==> config.mk <==
export PLATFORM = sky130hd
export DESIGN_NAME = usb_tx_serializer_flat
export DESIGN_NICKNAME = d
export VERILOG_FILES = /design/src/rtl/usb_tx_serializer_if.sv /design/src/rtl/usb_tx_serializer.sv /design/src/flat_wrapper.sv
export SDC_FILE = /design/constraint.sdc
export NUM_CORES = 1
export LEC_CHECK = 0
export ABC_AREA = 0
export ABC_CLOCK_PERIOD_IN_PS = 4300
export CAP_MARGIN = 10
export CORE_MARGIN = 2
export CORE_UTILIZATION = 64
export DETAILED_ROUTE_END_ITERATION = 12
export PLACE_DENSITY = 0.86
export SETUP_SLACK_MARGIN = 0.4
export SLEW_MARGIN = 15
export SYNTH_ARGS = -nofsm -noshare
export SYNTH_HDL_FRONTEND = slang
export SYNTH_SLANG_ARGS = --single-unit
==> constraint.sdc <==
create_clock -name clk -period 4.3 [get_ports clk]
set_input_delay 0.86 -clock clk [delete_from_list [all_inputs] [get_ports clk]]
set_output_delay 0.86 -clock clk [all_outputs]
set_load 0.02 [all_outputs]
==> src/rtl/usb_tx_serializer_if.sv <==
// usb_tx_serializer_if: protocol-controller and TX FIFO side of the USB full-speed transmitter
interface usb_tx_serializer_if #(
    parameter int OCC_W = 7
);
    logic [2:0]       tx_packet;
    logic [7:0]       tx_packet_data;
    logic [OCC_W-1:0] buffer_occupancy;
    logic             get_tx_packet_data;
    logic             tx_transfer_active;
    logic             tx_error;
    modport master (
        output tx_packet, tx_packet_data, buffer_occupancy,
        input  get_tx_packet_data, tx_transfer_active, tx_error
    );
    modport slave (
        input  tx_packet, tx_packet_data, buffer_occupancy,
        output get_tx_packet_data, tx_transfer_active, tx_error
    );
endinterface

==> src/rtl/usb_tx_serializer.sv <==
// usb_tx_serializer: USB full-speed packet transmitter with CRC16, bit stuffing, NRZI and EOP generation
module usb_tx_serializer #(
    parameter int CLKS_PER_BIT = 8,
    parameter int MAX_BYTES    = 64,
    parameter int OCC_W        = 7,
    parameter bit STUFF_EN     = 1'b1
) (
    input  logic                  clk,
    input  logic                  n_rst,
    usb_tx_serializer_if.slave    bus,
    output logic                  dplus_out,
    output logic                  dminus_out
);
    localparam int DW = $clog2(CLKS_PER_BIT);
    typedef enum logic [2:0] {IDLE, SYNC, PID, DATA, CRC_LO, CRC_HI, EOP_SE0, EOP_J} state_t;
    state_t           state, nxt;
    logic [DW-1:0]    div;
    logic [2:0]       bit_cnt;
    logic [2:0]       ones;
    logic             stuff;
    logic             lvl;
    logic [7:0]       sr, nsr, pid, pid_sel;
    logic             is_data, data_cmd, accept, pop, stuff_now, nl;
    logic [OCC_W-1:0] remaining;
    logic [15:0]      crc, crc_nx;
    assign data_cmd  = bus.tx_packet == 3'd1 || bus.tx_packet == 3'd2;
    assign accept    = bus.tx_packet <= 3'd5 && !(data_cmd && int'(bus.buffer_occupancy) > MAX_BYTES);
    assign pid_sel   = bus.tx_packet == 3'd1 ? 8'hC3 :
                       bus.tx_packet == 3'd2 ? 8'h4B :
                       bus.tx_packet == 3'd3 ? 8'hD2 :
                       bus.tx_packet == 3'd4 ? 8'h5A : 8'h1E;
    assign stuff_now = STUFF_EN && !stuff && ones == 3'd6;
    assign nl        = nsr[0] ? lvl : !lvl;
    // Outcome of leaving the current data bit: next shift contents, next field and FIFO pop
    always_comb begin
        crc_nx = (crc[0] ^ sr[0]) ? (crc >> 1) ^ 16'hA001 : crc >> 1;
        nxt    = state;
        nsr    = {1'b0, sr[7:1]};
        pop    = 1'b0;
        if (bit_cnt == 3'd7) begin
            case (state)
                SYNC: begin
                    nxt = PID;
                    nsr = pid;
                end
                PID: begin
                    nxt = !is_data ? EOP_SE0 : (remaining == '0 ? CRC_LO : DATA);
                    nsr = remaining == '0 ? ~crc[7:0] : bus.tx_packet_data;
                    pop = remaining != '0;
                end
                DATA: begin
                    nxt = remaining == '0 ? CRC_LO : DATA;
                    nsr = remaining == '0 ? ~crc_nx[7:0] : bus.tx_packet_data;
                    pop = remaining != '0;
                end
                CRC_LO: begin
                    nxt = CRC_HI;
                    nsr = ~crc[15:8];
                end
                default: nxt = EOP_SE0;
            endcase
        end
    end
    always_ff @(posedge clk or negedge n_rst) begin
        if (!n_rst) begin
            state                  <= IDLE;
            div                    <= '0;
            bit_cnt                <= '0;
            ones                   <= '0;
            stuff                  <= 1'b0;
            lvl                    <= 1'b1;
            sr                     <= '0;
            pid                    <= '0;
            is_data                <= 1'b0;
            remaining              <= '0;
            crc                    <= '1;
            dplus_out              <= 1'b1;
            dminus_out             <= 1'b0;
            bus.get_tx_packet_data <= 1'b0;
            bus.tx_transfer_active <= 1'b0;
            bus.tx_error           <= 1'b0;
        end else begin
            bus.get_tx_packet_data <= 1'b0;
            bus.tx_error           <= 1'b0;
            if (state == IDLE) begin
                dplus_out  <= 1'b1;
                dminus_out <= 1'b0;
                lvl        <= 1'b1;
                if (bus.tx_packet != 3'd0 && !accept) bus.tx_error <= 1'b1;
                else if (bus.tx_packet != 3'd0) begin
                    // First SYNC bit (0) goes on the line at the accepting edge: J to K
                    state                  <= SYNC;
                    bus.tx_transfer_active <= 1'b1;
                    div                    <= '0;
                    bit_cnt                <= '0;
                    ones                   <= '0;
                    stuff                  <= 1'b0;
                    sr                     <= 8'h80;
                    pid                    <= pid_sel;
                    is_data                <= data_cmd;
                    remaining              <= data_cmd ? bus.buffer_occupancy : '0;
                    crc                    <= '1;
                    lvl                    <= 1'b0;
                    dplus_out              <= 1'b0;
                    dminus_out             <= 1'b1;
                end
            end else if (div != DW'(CLKS_PER_BIT - 1)) div <= div + DW'(1);
            else begin
                div <= '0;
                if (state == EOP_SE0) begin
                    bit_cnt <= bit_cnt + 3'd1;
                    if (bit_cnt == 3'd1) begin
                        state      <= EOP_J;
                        lvl        <= 1'b1;
                        dplus_out  <= 1'b1;
                        dminus_out <= 1'b0;
                    end
                end else if (state == EOP_J) begin
                    state                  <= IDLE;
                    bus.tx_transfer_active <= 1'b0;
                end else if (stuff_now) begin
                    stuff      <= 1'b1;
                    ones       <= '0;
                    lvl        <= !lvl;
                    dplus_out  <= !lvl;
                    dminus_out <= lvl;
                end else begin
                    stuff   <= 1'b0;
                    state   <= nxt;
                    sr      <= nsr;
                    bit_cnt <= bit_cnt + 3'd1;
                    if (state == DATA) crc <= crc_nx;
                    if (pop) begin
                        bus.get_tx_packet_data <= 1'b1;
                        remaining              <= remaining - OCC_W'(1);
                    end
                    if (nxt == EOP_SE0) begin
                        dplus_out  <= 1'b0;
                        dminus_out <= 1'b0;
                    end else begin
                        lvl        <= nl;
                        dplus_out  <= nl;
                        dminus_out <= !nl;
                        ones       <= nsr[0] ? ones + 3'd1 : 3'd0;
                    end
                end
            end
        end
    end
endmodule

==> src/flat_wrapper.sv <==
// flat-port wrapper written by rule: the top's interface ports become plain ports
module usb_tx_serializer_flat 
#(
    parameter int CLKS_PER_BIT = 8,
    parameter int MAX_BYTES    = 64,
    parameter int OCC_W        = 7,
    parameter bit STUFF_EN     = 1'b1
)
  (clk, n_rst, dplus_out, dminus_out, bus_tx_packet, bus_tx_packet_data, bus_buffer_occupancy, bus_get_tx_packet_data, bus_tx_transfer_active, bus_tx_error);
  usb_tx_serializer_if #(.OCC_W(OCC_W)) bus_i ();
  input  logic clk;
  input  logic n_rst;
  output logic dplus_out;
  output logic dminus_out;
  input wire logic [$bits(bus_i.tx_packet)-1:0] bus_tx_packet;
  input wire logic [$bits(bus_i.tx_packet_data)-1:0] bus_tx_packet_data;
  input wire logic [$bits(bus_i.buffer_occupancy)-1:0] bus_buffer_occupancy;
  output wire logic [$bits(bus_i.get_tx_packet_data)-1:0] bus_get_tx_packet_data;
  output wire logic [$bits(bus_i.tx_transfer_active)-1:0] bus_tx_transfer_active;
  output wire logic [$bits(bus_i.tx_error)-1:0] bus_tx_error;
  assign bus_i.tx_packet = bus_tx_packet;
  assign bus_i.tx_packet_data = bus_tx_packet_data;
  assign bus_i.buffer_occupancy = bus_buffer_occupancy;
  assign bus_get_tx_packet_data = bus_i.get_tx_packet_data;
  assign bus_tx_transfer_active = bus_i.tx_transfer_active;
  assign bus_tx_error = bus_i.tx_error;
  usb_tx_serializer #(.CLKS_PER_BIT(CLKS_PER_BIT), .MAX_BYTES(MAX_BYTES), .OCC_W(OCC_W), .STUFF_EN(STUFF_EN)) u_core (.clk(clk), .n_rst(n_rst), .bus(bus_i), .dplus_out(dplus_out), .dminus_out(dminus_out));
endmodule
==> results of run 1 <==
-- stage by stage --
step	hold WS [ns]	area, µm²
floorplan	0.440	3620
detailed placement	0.473	3860
finish	0.482	4060
global route	0.511	4060
CTS	0.489	4060
global placement	0.469	3860
-- power groups by stage --
stage                     logic, mW  clock network, mW  registers, mW
after floorplan               0.766                  0          0.979
after global placement        0.937                  0           1.01
after detailed placement      0.971                  0           1.02
after CTS                     0.985              0.498           1.02
after global routing           1.11              0.520           1.05
final                         0.993              0.497           1.02
-- kinds of logic after synthesis --
| group | count (synthesis) |
|---|---|
| AO/OA/AOI/OAI | 120 |
| multiplexers | 34 |
| flip-flops | 58 |
| AND/OR/NAND/NOR | 128 |
| XOR/XNOR | 5 |
| adder cells (fa/ha/maj) | 9 |
| buffers and inverters | 50 |
-- final cells by class --
class / instances / area share [%]
clock buffers: 15 / 4.84
well taps: 72 / 2.22
repair buffers: 29 / 6.72
flip-flops and latches: 58 / 36.3
clock inverters: 1 / 0.123
multi-input cells: 296 / 47.7
inverters: 23 / 2.13
-- flip-flops by register name, summed over array words and instances, names as in the netlist --
| name | cells |
|---|---|
| u_core.crc | 16 |
| u_core.sr | 8 |
| u_core.pid | 7 |
| u_core.remaining | 7 |
| u_core.bit_cnt | 3 |
| u_core.div | 3 |
| u_core.ones | 3 |
| u_core.state | 3 |
| u_core.bus.get_tx_packet_data | 1 |
| u_core.bus.tx_error | 1 |
| u_core.bus.tx_transfer_active | 1 |
| u_core.dminus_out | 1 |
| u_core.dplus_out | 1 |
| u_core.is_data | 1 |
| u_core.lvl | 1 |
| u_core.stuff | 1 |
-- worst reg2reg max path, delay by kind of cell, from the launching register on --
family / cells / cell delay [ns]
compound gates: 2 / 0.90
fa+ha+maj: 1 / 0.18
buf+inv: 1 / 0.10
flops: 1 / 0.42
mux: 1 / 0.31
simple gates: 3 / 0.93
-- layout by cell type, fill, tap and decap left out, types with 9 or more instances in the layout --
cell              n
nand2_1          25
mux2_2           10
dfrtp_1          40
ha_1              9
a22o_1           12
a21oi_1          31
mux2i_1          20
dfstp_2          18
nor2_1           46
inv_1            23
clkdlybuf4s50_1  23
clkbuf_8         14
o21ai_0          28
-- layer usage --
layer	vias up	wire (µm)	share of wire (%)
li1	1463	-	-
met1	1502	3700	42
met2	165	4180	47
met3	20	734	8.3
met4	0	193	2.2
met5	-	0	0
-- worst max-delay path by stage --
stage	from	to	slack, ns
2_1_floorplan	bus_buffer_occupancy[5]	u_core.crc[13]	1.58
5_1_grt	bus_buffer_occupancy[5]	u_core.crc[2]	0.93
3_3_place_gp	bus_buffer_occupancy[5]	u_core.crc[4]	0.74
4_1_cts	bus_buffer_occupancy[5]	u_core.crc[2]	1.04
6_report	bus_buffer_occupancy[5]	u_core.crc[2]	0.99
3_5_place_dp	bus_buffer_occupancy[5]	u_core.crc[13]	0.70
==> key figures, run 1 <==
Worst setup path
  – Critical Path Stages: 7
  – Max stage delay on crit path: 0.65 ns
  – RR Endpoint: u_core.ones[0]
  – Reg-to-reg startpoint: u_core.remaining[0]
  – Worst setup EP type: flop
  – Buf/Inv on CP: 1
  – Critical path class: in2reg
  – Slowest cell on crit path: a211o_1
  – Crit-path leading delay family: compound AO/OA/AOI/OAI gates
  – Worst Path Max Fanout: 16
  – Worst R2R Path Depth: 8
  – Req. time, crit path: 4.56 ns
  – Reg-to-reg slack, setup: 1.36 ns
  – Data arrival time of the critical path: 3.57 ns
  – CP cell instances: clkdlybuf4s50_1, or4_4, o21ai_2, nor2_1, o31a_1, a211o_1, mux2_4
  – Crit start category: input port

Route
  – Initial DRC count: 283
  – Routed wire per std cell: 17.8 µm
  – # DRC: 0
  – DR vias/cell: 6.38
  – Routed vias: 3,150
  – Pre-Repair DR Iteration Count: 5
  – Final WL: 8.82 mm
  – Antenna Nets Post-Route: 0

Finish
  – Fin util: 74.2%
  – Fraction of layout cells with a size suffix above 1: 15.4%
  – Layout area overhead: 12.2%
  – Final #Nets: 446
  – Reg area: 1470 µm²
  – Fillers: 393
  – Multi-input gate area: 1940 µm²
  – Final cell count without fillers: 494
  – Antenna cell count: 0

STA
  – RSZ-0062 raised after global routing: false
  – Slew headroom: 38.6%
  – Clk_skew: 0.00775 ns
  – Setup ws final: 0.994 ns
  – Final Hold Viols: 0
  – Slew Limit Fails: 0
  – Worst slew pin tran: 0.914 ns
  – Final TNS setup: 0 ns
  – Tcrit/Tclk final: 76.9%
  – Count of final setup violators: 0
  – Period minus WS final: 3.31 ns
  – FMAX: 0.303 GHz

Synthesis
  – Top-count cell post-synth: nor2_1
  – Post-synthesis xor/xnor area fraction: 1.21%
  – Area contributors post-synth: dfrtp_1, dfstp_2, mux2i_1, nor2_1, a21oi_1
  – Synth Net Count: 433
  – Compound-Gate Fraction of Synth Area: 21.6%
  – Prevailing post-synth register cell: dfrtp_1
  – Simple-Gate Fraction of Synth Area: 17.2%
  – Cells after Synth: 404
  – Top cells by count, synth: nor2_1, dfrtp_1, a21oi_1, o21ai_0, nand2_1
  – Multiplexer area fraction after synthesis: 10.3%
  – Synth Area in Adders: 3.11%
  – Synth warnings: 0
  – Synth cell types: 57
  – Post-synth EDFFs: 0
  – Synth top area share: 27.6%
  – Synthesized cell area: 3620 µm²
  – #FFs+latches synth: 58
  – Combinational family with the most area after synthesis: compound AO/OA/AOI/OAI gates
  – Register area share after synthesis: 40.7%
  – Post-synthesis area per instance: 8.96 µm²
  – Area leader, netlist: dfrtp_1
  – Synth async-reset ratio: 100%

GRT
  – Total track usage: 30.2%
  – Met2 Usage GRT: 47.3%
  – Antenna violations before repair: 0
  – Vias in the first global route: 3,021
  – GR Util met1: 41.3%
  – Pin count of the biggest net entering global routing: 35
  – First-pass GRT wire length: 14.6 mm
  – Met3 usage: 5.57%
  – GR peak layer: met2
  – Gr ovfl total: 0

Floorplanning
  – Core Box Area: 5470 µm²
  – Die H: 79.2 µm
  – Die W: 79.2 µm
  – # IOs: 25
  – Initial core utilization: 66.2%
  – Die ar.: 6280 µm²
  – # rows: 27

Outcome
  – Status: finished, final reports clean

Clock network
  – Clk_lat worst skew: 0.34 ns
  – Root Driver: clkbuf_8
  – H-Tree Level Count: 3
  – CTS sink count: 58
  – Resized cells post-CTS: 0
  – Hold buffer count at CTS: 0
  – CTS tree: done
  – CTS Buf Count: 9
  – Post-CTS setup buffer count: 0
  – Worst-path clk slew: 0.06 ns
  – Clk buf depth: 2

Power and ir drop
  – Sw power: 0.935 mW
  – Total Power: 2.51 mW
  – Static Leak: 1.83 nW
  – Reg power frac: 40.7%
  – Internal power: 1.58 mW
  – Power Dens Cells: 619 nW/µm²
  – Power share of the clock group: 19.8%
  – Combinational share of power: 39.5%
  – Sw frac: 37.2%
  – Peak supply drop: 348 µV

Run
  – Max Cap Viol: 0

Min path
  – Hold Startpoint: u_core.sr[5]
  – WHS Path Cells: 2
  – Hold EP: u_core.sr[5]
  – Hold/Removal Path Class: reg2reg

Place
  – Setup WS pre-CTS: 0.700 ns
  – Routability cong.: 0.966
  – Port buffer count: 24
  – DP Cell Count: 478
  – Hpwl dp: 6.09 mm
Power figures use the tool's default switching activity.
==> inputs of run 2 (changes only) <==
- ABC_CLOCK_PERIOD_IN_PS: 4300 -> 3100
- CORE_UTILIZATION: 64 -> 59
- PLACE_DENSITY: 0.86 -> 0.8
- clock period: 4.3 -> 3.1 ns (I/O delays scaled with it)
==> key figures, run 2 (synthesis results as in run 1) <==
Power and ir drop
  – Power Dens Cells: 861 nW/µm² (was 619 nW/µm²)
  – Static Leak: 1.87 nW (was 1.83 nW)
  – Peak supply drop: 537 µV (was 348 µV)

Finish
  – Fraction of layout cells with a size suffix above 1: 17.0% (was 15.4%)
  – Layout area overhead: 14.7% (was 12.2%)
  – Fillers: 475 (was 393)
  – Max reg flops: 16 (unchanged)
  – Multi-input gate area: 1950 µm² (was 1940 µm²)
  – Antenna cell count: 0 (unchanged)
  – Largest regs: u_core.crc x16, u_core.sr x8 (unchanged)
  – Reg area: 1470 µm² (unchanged)
  – Commonest non-fill, non-tap cell in the layout: nor2_1 (unchanged)
  – Biggest register: u_core.crc (unchanged)
  – Final #Nets: 454 (was 446)
  – Most frequent cells in the layout: nor2_1, dfrtp_1, a21oi_1 (unchanged)

STA
  – Worst slew pin tran: 0.703 ns (was 0.914 ns)
  – Final Hold Viols: 0 (unchanged)
  – Tcrit/Tclk final: 86.2%
  – Final TNS setup: 0 ns (unchanged)
  – FMAX: 0.374 GHz
  – Period minus WS final: 2.67 ns
  – RSZ-0062 raised after global routing: true (was false)
  – Clk_skew: 0.0112 ns (was 0.00775 ns)
  – Count of final setup violators: 0 (unchanged)
  – Slew headroom: 53.0% (was 38.6%)
  – Setup ws final: 0.427 ns (was 0.994 ns)
  – Slew Limit Fails: 0 (unchanged)

Clock network
  – Clk buf depth: 2 (unchanged)
  – CTS tree: done (unchanged)
  – Clk_lat worst skew: 0.35 ns (was 0.34 ns)
  – CTS sink count: 58 (unchanged)
  – CTS Buf Count: 9 (unchanged)
  – Root Driver: clkbuf_8 (unchanged)
  – Hold buffer count at CTS: 0 (unchanged)
  – H-Tree Level Count: 3 (unchanged)
  – Worst-path clk slew: 0.06 ns (about the same)

Worst setup path
  – Worst Path Max Fanout: 16 (unchanged)
  – Buf/Inv on CP: 2 (was 1)
  – CP cell instances: clkdlybuf4s50_1, or4_4, o21ai_4, nor2_1, o31a_1, a211o_1, buf_12, mux2_4 (was clkdlybuf4s50_1, or4_4, o21ai_2, nor2_1, o31a_1, a211o_1, mux2_4)
  – Data arrival time of the critical path: 2.95 ns (was 3.57 ns)
  – Crit start category: input port (unchanged)
  – Worst setup EP type: flop (unchanged)
  – Req. time, crit path: 3.37 ns (was 4.56 ns)
  – Critical path class: in2reg (unchanged)
  – Slowest cell on crit path: or4_4 (was a211o_1)
  – Crit-path leading delay family: compound AO/OA/AOI/OAI gates (unchanged)
  – Max stage delay on crit path: 0.57 ns (was 0.65 ns)

Route
  – Pre-Repair DR Iteration Count: 6 (was 5)
  – DR vias/cell: 6.23 (was 6.38)
  – Routed vias: 3,147 (was 3,150)
  – Initial DRC count: 397 (was 283)
  – Routed wire per std cell: 17.8 µm (about the same)
  – Final WL: 8.98 mm (was 8.82 mm)
  – # DRC: 0 (unchanged)
  – Antenna Nets Post-Route: 0 (unchanged)

Floorplanning
  – # IOs: 25 (unchanged)
  – # rows: 28 (was 27)
  – Die W: 82.3 µm (was 79.2 µm)
  – Die ar.: 6780 µm² (was 6280 µm²)
  – Core Box Area: 5920 µm² (was 5470 µm²)
  – Initial core utilization: 61.2% (was 66.2%)
  – Die H: 82.3 µm (was 79.2 µm)

GRT
  – Pin count of the biggest net entering global routing: 34 (was 35)
  – First-pass GRT wire length: 14.6 mm (about the same)
  – Vias in the first global route: 2,968 (was 3,021)
  – Total track usage: 28.8% (was 30.2%)
  – Antenna violations before repair: 0 (unchanged)
  – Gr ovfl total: 0 (unchanged)

Place
  – Setup WS pre-CTS: 0.0784 ns (was 0.700 ns)
  – Hpwl dp: 6.44 mm (was 6.09 mm)
  – Routability cong.: 0.922 (was 0.966)
  – Port buffer count: 24 (unchanged)

Outcome
  – Status: finished, final reports clean (unchanged)

Run
  – Max Cap Viol: 0 (unchanged)

Min path
  – Hold/Removal Path Class: in2async (was reg2reg)
## run 2: area by class of cell
class,instances,share of cell area [%]
multi-input cells,296,46.9
flip-flops and latches,58,35.5
repair buffers,37,8.31
clock buffers,14,4.16
well taps,75,2.26
inverters,23,2.08
clock inverters,2,0.843
## run 2: final timing paths
check / from / endpoint / slack [ns] / cells past startpoint
worst max-delay path: bus_buffer_occupancy[5] / u_core.crc[7] / 0.43 / 8
worst min-delay path: n_rst / u_core.sr[2] / 0.27 / 1
worst max register to register: u_core.remaining[1] / u_core.ones[2] / 0.52 / 8
worst min register to register: u_core.sr[5] / u_core.sr[5] / 0.48 / 2
max in group asynchronous: n_rst / u_core.crc[12] / 1.96 / 2
min in group clk: u_core.sr[5] / u_core.sr[5] / 0.48 / 2
## run 2: stage by stage
| step | utilization [%] | cell area [µm²] | hold WS (ns) | total power, mW | std cells |
|---|---|---|---|---|---|
| final | 70.2 | 4150 | 0.269 | 3.57 | 505 |
| after global routing | 70.2 | 4150 | 0.309 | 3.81 | 505 |
| after CTS | 69.9 | 4140 | 0.288 | 3.56 | 504 |
| after detailed placement | 66.4 | 3930 | 0.465 | 2.82 | 488 |
| after global placement | 66.4 | 3930 | 0.467 | 2.76 | 488 |
| after floorplan | - | 3620 | 0.324 | 2.42 | 404 |
## run 2: metal layers
metal	routed length [µm]	track usage, %
met1	4160	41.3
met2	4150	44.2
met3	560	6.74
met4	112	7.00
met5	0	0
## run 2: power breakdown
group	total [mW]	switching (mW)	leakage (nW)	internal, mW
combinational	1.41	0.748	1.08	0.664
sequential	1.43	0.273	0.685	1.16
clock	0.733	0.297	0.107	0.436
## run 2: timing repair
item	in CTS	in global routing
gates resized for setup	0	2
endpoints found under the setup margin	0	6
buffers inserted	0	1
